--- config.mk ---
export PLATFORM = sky130hd
export DESIGN_NAME = dm_sweep_gen
export DESIGN_NICKNAME = d
export VERILOG_FILES = /design/src/rtl/dm_sweep_gen.sv
export SDC_FILE = /design/constraint.sdc
export NUM_CORES = 1
export LEC_CHECK = 0
export CAP_MARGIN = 20
export CELL_PAD_IN_SITES_DETAIL_PLACEMENT = 0
export CELL_PAD_IN_SITES_GLOBAL_PLACEMENT = 1
export CORE_ASPECT_RATIO = 1.5
export CORE_MARGIN = 2
export CORE_UTILIZATION = 39
export DETAILED_ROUTE_END_ITERATION = 12
export PLACE_DENSITY_LB_ADDON = 0.08
export REMOVE_ABC_BUFFERS = 1
export SETUP_SLACK_MARGIN = 0.3
export SLEW_MARGIN = 20
export SYNTH_ARGS = -nofsm -noshare
export SYNTH_HDL_FRONTEND = slang
export SYNTH_SLANG_ARGS = --single-unit
--- constraint.sdc ---
create_clock -name clk -period 5.6 [get_ports clk]
set_clock_uncertainty 0.1 [all_clocks]
set_input_delay 1.12 -clock clk [delete_from_list [all_inputs] [get_ports clk]]
set_output_delay 1.12 -clock clk [all_outputs]
set_load 0.05 [all_outputs]
--- src/rtl/dm_sweep_gen.sv ---
// Mod edge (either polarity) starts up to SEGS square-wave segments of (div+1)*(cyc+1) cycles each.
// busy rises 2 edges after mod is first sampled; there is no backpressure, and abort stops on the next edge.
module dm_sweep_gen #(
  parameter int SEGS    = 3,
  parameter int DIV_W   = 7,
  parameter int CYC_W   = 10,
  parameter int DEF_DIV = 41,
  parameter int DEF_CYC = 2,
  parameter int SEG_W   = $clog2(SEGS)
) (
  input  logic             clk,
  input  logic             rst,
  input  logic             mod,
  input  logic             cfg_we,
  input  logic [SEG_W-1:0] cfg_addr,
  input  logic [DIV_W-1:0] cfg_div,
  input  logic [CYC_W-1:0] cfg_cyc,
  input  logic [SEG_W-1:0] seg_last,
  input  logic             continuous,
  input  logic             abort,
  output logic             signal,
  output logic             out_mod,
  output logic             busy,
  output logic [SEG_W-1:0] seg_idx,
  output logic             seg_done
);

  typedef enum logic {IDLE, RUN} state_t;

  state_t           state, state_nxt;
  logic             sync1, sync2, sync3;
  logic             trig;
  logic [DIV_W-1:0] div_tab [SEGS];
  logic [CYC_W-1:0] cyc_tab [SEGS];
  logic [DIV_W-1:0] div_sh;
  logic [CYC_W-1:0] cyc_sh;
  logic [DIV_W-1:0] ctr, ctr_nxt;
  logic [CYC_W-1:0] cyc_ctr, cyc_nxt;
  logic [SEG_W-1:0] idx_nxt;
  logic [SEG_W-1:0] eff_last;
  logic [DIV_W-1:0] half;
  logic             sig_nxt;
  logic             done_nxt;
  logic             load_sh;
  logic             period_end;
  logic             seg_end;

  always_ff @(posedge clk or posedge rst) begin
    if (rst) begin
      sync1 <= 1'b0;
      sync2 <= 1'b0;
      sync3 <= 1'b0;
    end else begin
      sync1 <= mod;
      sync2 <= sync1;
      sync3 <= sync2;
    end
  end

  assign out_mod = sync2;
  assign trig    = sync2 ^ sync3;

  // Out-of-range addresses are dropped so a non-power-of-two table never aliases.
  always_ff @(posedge clk or posedge rst) begin
    if (rst) begin
      for (int i = 0; i < SEGS; i++) begin
        div_tab[i] <= DIV_W'(DEF_DIV);
        cyc_tab[i] <= CYC_W'(DEF_CYC);
      end
    end else if (cfg_we && (int'(cfg_addr) < SEGS)) begin
      div_tab[cfg_addr] <= cfg_div;
      cyc_tab[cfg_addr] <= cfg_cyc;
    end
  end

  assign half       = (div_sh - DIV_W'(1)) >> 1;
  assign period_end = (ctr == div_sh);
  assign seg_end    = period_end && (cyc_ctr == cyc_sh);
  assign eff_last   = (int'(seg_last) > SEGS - 1) ? SEG_W'(SEGS - 1) : seg_last;
  assign busy       = (state == RUN);

  always_ff @(posedge clk or posedge rst) begin
    if (rst) state <= IDLE;
    else     state <= state_nxt;
  end

  always_comb begin
    state_nxt = state;
    ctr_nxt   = ctr;
    cyc_nxt   = cyc_ctr;
    idx_nxt   = seg_idx;
    sig_nxt   = signal;
    done_nxt  = 1'b0;
    load_sh   = 1'b0;
    case (state)
      IDLE: begin
        sig_nxt = 1'b1;
        ctr_nxt = '0;
        cyc_nxt = '0;
        idx_nxt = '0;
        if (trig && !abort) begin
          state_nxt = RUN;
          load_sh   = 1'b1;
        end
      end
      RUN: begin
        if (abort) begin
          state_nxt = IDLE;
          sig_nxt   = 1'b1;
          ctr_nxt   = '0;
          cyc_nxt   = '0;
          idx_nxt   = '0;
        end else begin
          if (ctr == half) sig_nxt = 1'b0;
          if (period_end) begin
            sig_nxt = 1'b1;
            ctr_nxt = '0;
            cyc_nxt = cyc_ctr + CYC_W'(1);
          end else begin
            ctr_nxt = ctr + DIV_W'(1);
          end
          if (seg_end) begin
            done_nxt = 1'b1;
            cyc_nxt  = '0;
            load_sh  = 1'b1;
            if (seg_idx < eff_last) begin
              idx_nxt = seg_idx + SEG_W'(1);
            end else if (continuous) begin
              idx_nxt = '0;
            end else begin
              state_nxt = IDLE;
              idx_nxt   = '0;
              load_sh   = 1'b0;
            end
          end
        end
      end
      default: state_nxt = IDLE;
    endcase
  end

  // Shadows read the table before any same-edge write lands, so the entered segment sees the old entry.
  always_ff @(posedge clk or posedge rst) begin
    if (rst) begin
      ctr      <= '0;
      cyc_ctr  <= '0;
      seg_idx  <= '0;
      signal   <= 1'b1;
      seg_done <= 1'b0;
      div_sh   <= DIV_W'(DEF_DIV);
      cyc_sh   <= CYC_W'(DEF_CYC);
    end else begin
      ctr      <= ctr_nxt;
      cyc_ctr  <= cyc_nxt;
      seg_idx  <= idx_nxt;
      signal   <= sig_nxt;
      seg_done <= done_nxt;
      if (load_sh) begin
        div_sh <= div_tab[idx_nxt];
        cyc_sh <= cyc_tab[idx_nxt];
      end
    end
  end

endmodule

== Word-level counts from Yosys, hierarchy flattened ==
Index checks and enable logic that the tools add are counted.

* Input port bits: 27
* Output and inout port bits: 6
* Flip-flop bits (word level): 93

* $add $sub $neg: 4
* Mux-type cells: 40
* Reductions and logical operators: 5
* Bitwise gates (word level): 4
* Equality and inequality tests: 5
* Magnitude comparators: 6

{| class="wikitable"
|+ Operator list
! operator !! number
|-
| $mux W10 || 6
|-
| $mux W7 || 5
|-
| $bwmux W30 || 1
|-
| $bwmux W21 || 1
|-
| $bmux W10 S2 || 1
|-
| $demux W10 S2 || 1
|-
| $pmux W10 S2 || 1
|-
| $bmux W7 S2 || 1
|-
| $demux W7 S2 || 1
|-
| $pmux W7 S2 || 1
|-
| $mux W1 || 13
|-
| $add A10 B1 Y10 const B || 1
|-
| $eq A10 B10 Y1 || 1
|-
| $mux W2 || 4
|-
| $ne A4 B2 Y1 const B || 2
|-
| $add A7 B1 Y7 const B || 1
|-
| $eq A7 B6 Y1 || 1
|-
| $eq A7 B7 Y1 || 1
|-
| $sub A7 B1 Y7 const B || 1
|-
| $ge A3 B3 Y1 const B || 2
|-
| $not A2 Y3 || 2
|-
| $pmux W1 S2 || 3
|-
| $logic_and A1 B1 Y1 || 4
|-
| $pmux W2 S2 || 1
|-
| other kinds (8) || 8
|}

== Longest topological paths before layout ==
* Depth in word-level cells: 11
* Mapped depth: 11
* Depth with buffers taken out: 8

== Worst setup path before layout ==
Ideal clock, no wire load.

* Path type: input -> register
* Start point: input port seg_last[1]
* End point: register cyc_sh[2]
* Arrival time: 2.936 ns
* Cell stages on the path: 8
* Slack: 2.434 ns
* Data required time: 5.370 ns
* Library setup time: 0.130 ns
* Path through: inv_1 -> ha_1 -> or4b_2 -> nor4_4 -> or3_1 -> clkbuf_1 -> buf_2 -> o21ai_0

* Cells in the longest elaborated chain, start to end: 11
* Elaborated cells between the ends (all ways): 15
* Classes of those cells: 2 x order compare; 12 x mux; 1 x bitwise

{| class="wikitable"
|+ Ends and longest elaborated chain
! item !! line !! text
|-
| from (decl) || 18 || <nowiki>input logic [SEG_W-1:0] seg_last,</nowiki>
|-
| $gt A2 B2 Y1 || 79 || <nowiki>assign eff_last = (int'(seg_last) > SEGS - 1) ? SEG_W'(SEGS - 1) : seg_last;</nowiki>
|-
| $mux W2 * || 79 ||
|-
| $lt A2 B2 Y1 * || 126 || <nowiki>if (seg_idx < eff_last) begin</nowiki>
|-
| $mux W2 || 126 ||
|-
| $mux W2 || 122 || <nowiki>if (seg_end) begin</nowiki>
|-
| $mux W2 || 107 || <nowiki>if (abort) begin</nowiki>
|-
| $pmux W2 S2 || 95 || <nowiki>case (state)</nowiki>
|-
| $not A2 Y3 (not written as such) || 160 || <nowiki>cyc_sh <= cyc_tab[idx_nxt];</nowiki>
|-
| $bmux W10 S2 || 160 ||
|-
| $mux W10 (not written as such) (2 in series) || 160 ||
|-
| to (signal assigned) || 151 || <nowiki>cyc_sh <= CYC_W'(DEF_CYC);</nowiki>
|-
| to (signal assigned) || 160 ||
|-
| to (decl) || 36 || <nowiki>logic [CYC_W-1:0] cyc_sh;</nowiki>
|}

Mark *: on every way between the ends. The rest lies on a longest branch, timed or not. The select of a mux whose other input is x is not followed.
A chain may end at the register's enable or synchronous reset.

== Worst setup path after layout ==
* Start point: input port seg_last[1]
* End point: register cyc_sh[8]

Same word-level chain as after synthesis.

==> flow_summary.yaml <==
outcome:
  outcome: "complete, no violations"
synth:
  synth_top_family_by_area: "multiplexers"
  yosysMostFrequentCell: "dfrtp_1"
  post-synth-top-area-cell: "dfrtp_1"
  synth_xor_area_share_pct: 7.73
  ys_top_cells_by_area: "dfrtp_1 43%, mux2_2 13%, dfstp_2 10%, xnor2_1 4.4%, mux2i_1 3.9%"
  yosys.area_share.simple_pct: 9.38
  yosys.area_share.adder_pct: 1.14
  synth_edf_count: 0
  ys_seq_area_share_pct: 53.3
  yosys-top-cells-count: "76 x dfrtp_1, 51 x mux2_2, 26 x nor2_1"
  synth_area_um2: 4400
  syn_avg_cell_area_um2: 12.3
  synth_cell_types: 52
  synth-compound-area-share_pct: 7.59
  ys.flop_type: "dfrtp_1"
  synth_top_cell_area_share_pct: 43.2
  synthMuxAreaShare_pct: 17.2
  yosys_warnings: 0
  synth_cells: 359
  synthArstFlopShare_pct: 100
  synth_seq_cells: 93
setup_path:
  r2r_slack_ps: 2800
  endpoint: "cyc_sh[8]$_DFFE_PP0P_"
  arrival_ps: 3650
  crit_fanout: 17
  reg2reg_depth: 7
  cp-start-kind: "primary input"
  critPathCaptureType: "register"
  crit_required_ps: 5700
  path_class: "primary input to register"
  crit_start: "seg_last[1]"
  rr_endpoint: "cyc_sh[0]$_DFFE_PP0P_"
  r2r_start: "cyc_ctr[3]$_DFFE_PP0P_"
floorplanning:
  die_h_um: 134
  die_w_um: 90.8
  core_region_area_um2: 11000
  start_util_pct: 40.0
  rows: 47
  ios: 33
  dieArea_um2: 12200
sta:
  timing.final.ws_setup_ps: 2040
  finalSetupViolCount: 0
  min_period_ps: 3560
  hold_viol: 0
  tns_ps: 0
  relSlewSlack_pct: 33.2
  timing.fmax_ghz: 0.281
  worst_pin_slew_ps: 999
  finalMaxSlewViolations: 0
  timing.final.crit_share_pct: 63.6
  hold_slack_ps: 261
  rsz0062_at_grt: "no"
clock_network:
  cts_inserted_buffers: 9
  cts.sinks: 93
  clock-root-buffer: "clkbuf_16"
  clk_latency_ps: 340
  cts_tree: "yes"
  post_cts_buffers: 0
  clkTransAtPathRegs_ps: 70
  cts.repair.resized: 0
  htree_levels: 3
  cts-hold-fix-buffers: 0
  clockBufferDepth: 2
route:
  wl_per_cell_um: 16.4
  routed_wl_um: 8910
  drtIter0Drc: 117
  vias_per_cell: 5.06
  drtAntennaViolNets: 0
  vias: 2745
  drt-pass1-iter-count: 4
  drc: 0
placement:
  place_hpwl_um: 6260
  numPortBuffers: 32
  place_congestion: 0.808
  detailedPlace.worstSlack_ps: 1670
  dpl.cell_count: 526
  dpl_cell_area_um2: 4840
power_and_ir_drop:
  switching_power_uw: 496
  power.share.clock_pct: 33.4
  switching_share_pct: 27.2
  p_per_area_nw_per_um2: 355
  combPwrFrac_pct: 17.7
  internal_power_mw: 1.32
  ir_worst_vdd_mv: 0.174
  leakagePower_nw: 2.14
  power_frac_seq_pct: 48.9
  p_total_mw: 1.82
cells_and_area:
  num_antenna_cells: 0
  final_cell_area_um2: 5130
  syn2layout_area_growth_pct: 16.5
  stdcell_count: 542
  n_fill_cell: 1034
  final_util_pct: 46.6
  drive_above_1_share_pct: 24.8
  finalNetCount: 421
grt:
  antenna_found_initial: 0
  grt_usage_pct: 16.0
  gr-total-overflow: 0
  grt_max_degree: 50
  grt_pass1_wl_um: 15300
  grt_pass1_vias: 2930
min_path:
  hold_class: "register to register"
job:
  max_cap_violations: 0
worst max-delay path, stage by stage:
cell and delay [ps]:
clkdlybuf4s50_1 470, inv_1 50, ha_1 290, or4b_2 650, nor4_4 140, buf_4 270
or3_1 470, o21ai_0 180
cell type report:
type	count	area, um2	area share [%]
sequential	93	2350	45.8
multi-input combinational	240	1900	37.1
timing repair buffer	36	350	6.83
clock buffer	10	229	4.47
tap	147	184	3.59
clock inverter	6	62.6	1.22
inverter	10	51.3	1.00
state kept, by name, summed over array words and instances, names as in the netlist, 2 cells and up:
register / cells
ctr: 7
div_sh: 7
cyc_sh: 10
seg_idx: 2
cyc_ctr: 10
div_tab: 21
cyc_tab: 30
logic make-up after synthesis:
logic type,after synthesis
buffers and inverters,26
multiplexers,69
adder cells (fa/ha/maj),4
flip-flops,93
AO/OA/AOI/OAI,52
XOR/XNOR,38
AND/OR/NAND/NOR,77
routing by layer:
metal / wire length [um] / global-route usage [%] / up-vias
met1: 3980 / 20.9 / 1365
met3: 218 / 2.30 / 14
met4: 190 / 7.52 / 0
li1: - / - / 1327
met5: 0 / 0 / -
met2: 4520 / 26.3 / 39
how the worst min path moves through the flow:
stage	endpoint	cells after the start	start	slack, ps
2_1_floorplan	out_mod$_DFF_PP0_	0	sync1$_DFF_PP0_	230
6_report	out_mod$_DFF_PP0_	0	sync1$_DFF_PP0_	260
3_3_place_gp	out_mod$_DFF_PP0_	0	sync1$_DFF_PP0_	250
3_5_place_dp	out_mod$_DFF_PP0_	0	sync1$_DFF_PP0_	240
4_1_cts	out_mod$_DFF_PP0_	0	sync1$_DFF_PP0_	270
5_1_grt	out_mod$_DFF_PP0_	0	sync1$_DFF_PP0_	270
power by group through the flow:
stage / sequential (mW) / combinational, mW / clock [mW]
finish: 0.890 / 0.322 / 0.608
global route: 0.907 / 0.365 / 0.649
CTS: 0.890 / 0.330 / 0.625
detailed placement: 0.902 / 0.329 / 0
global placement: 0.899 / 0.322 / 0
floorplan: 0.877 / 0.247 / 0
cells in the final DEF, fill, tap and decap left out, types with 5 or more instances in the layout:
cell type        synthesis  layout
dfrtp_1                 76      76
mux2_2                  51      51
clkdlybuf4s50_1          0      32
nor2_1                  26      26
xnor2_1                 22      22
o21ai_0                 17      17
mux2i_1                 17      17
dfstp_2                 17      17
nand2_1                 16      16
xor2_1                  15      15
a22oi_1                 15      15
clkbuf_16                0       9
a21oi_1                  8       8
inv_1                    9       8
nor3_1                   5       5
Power figures use the tool's default switching activity.
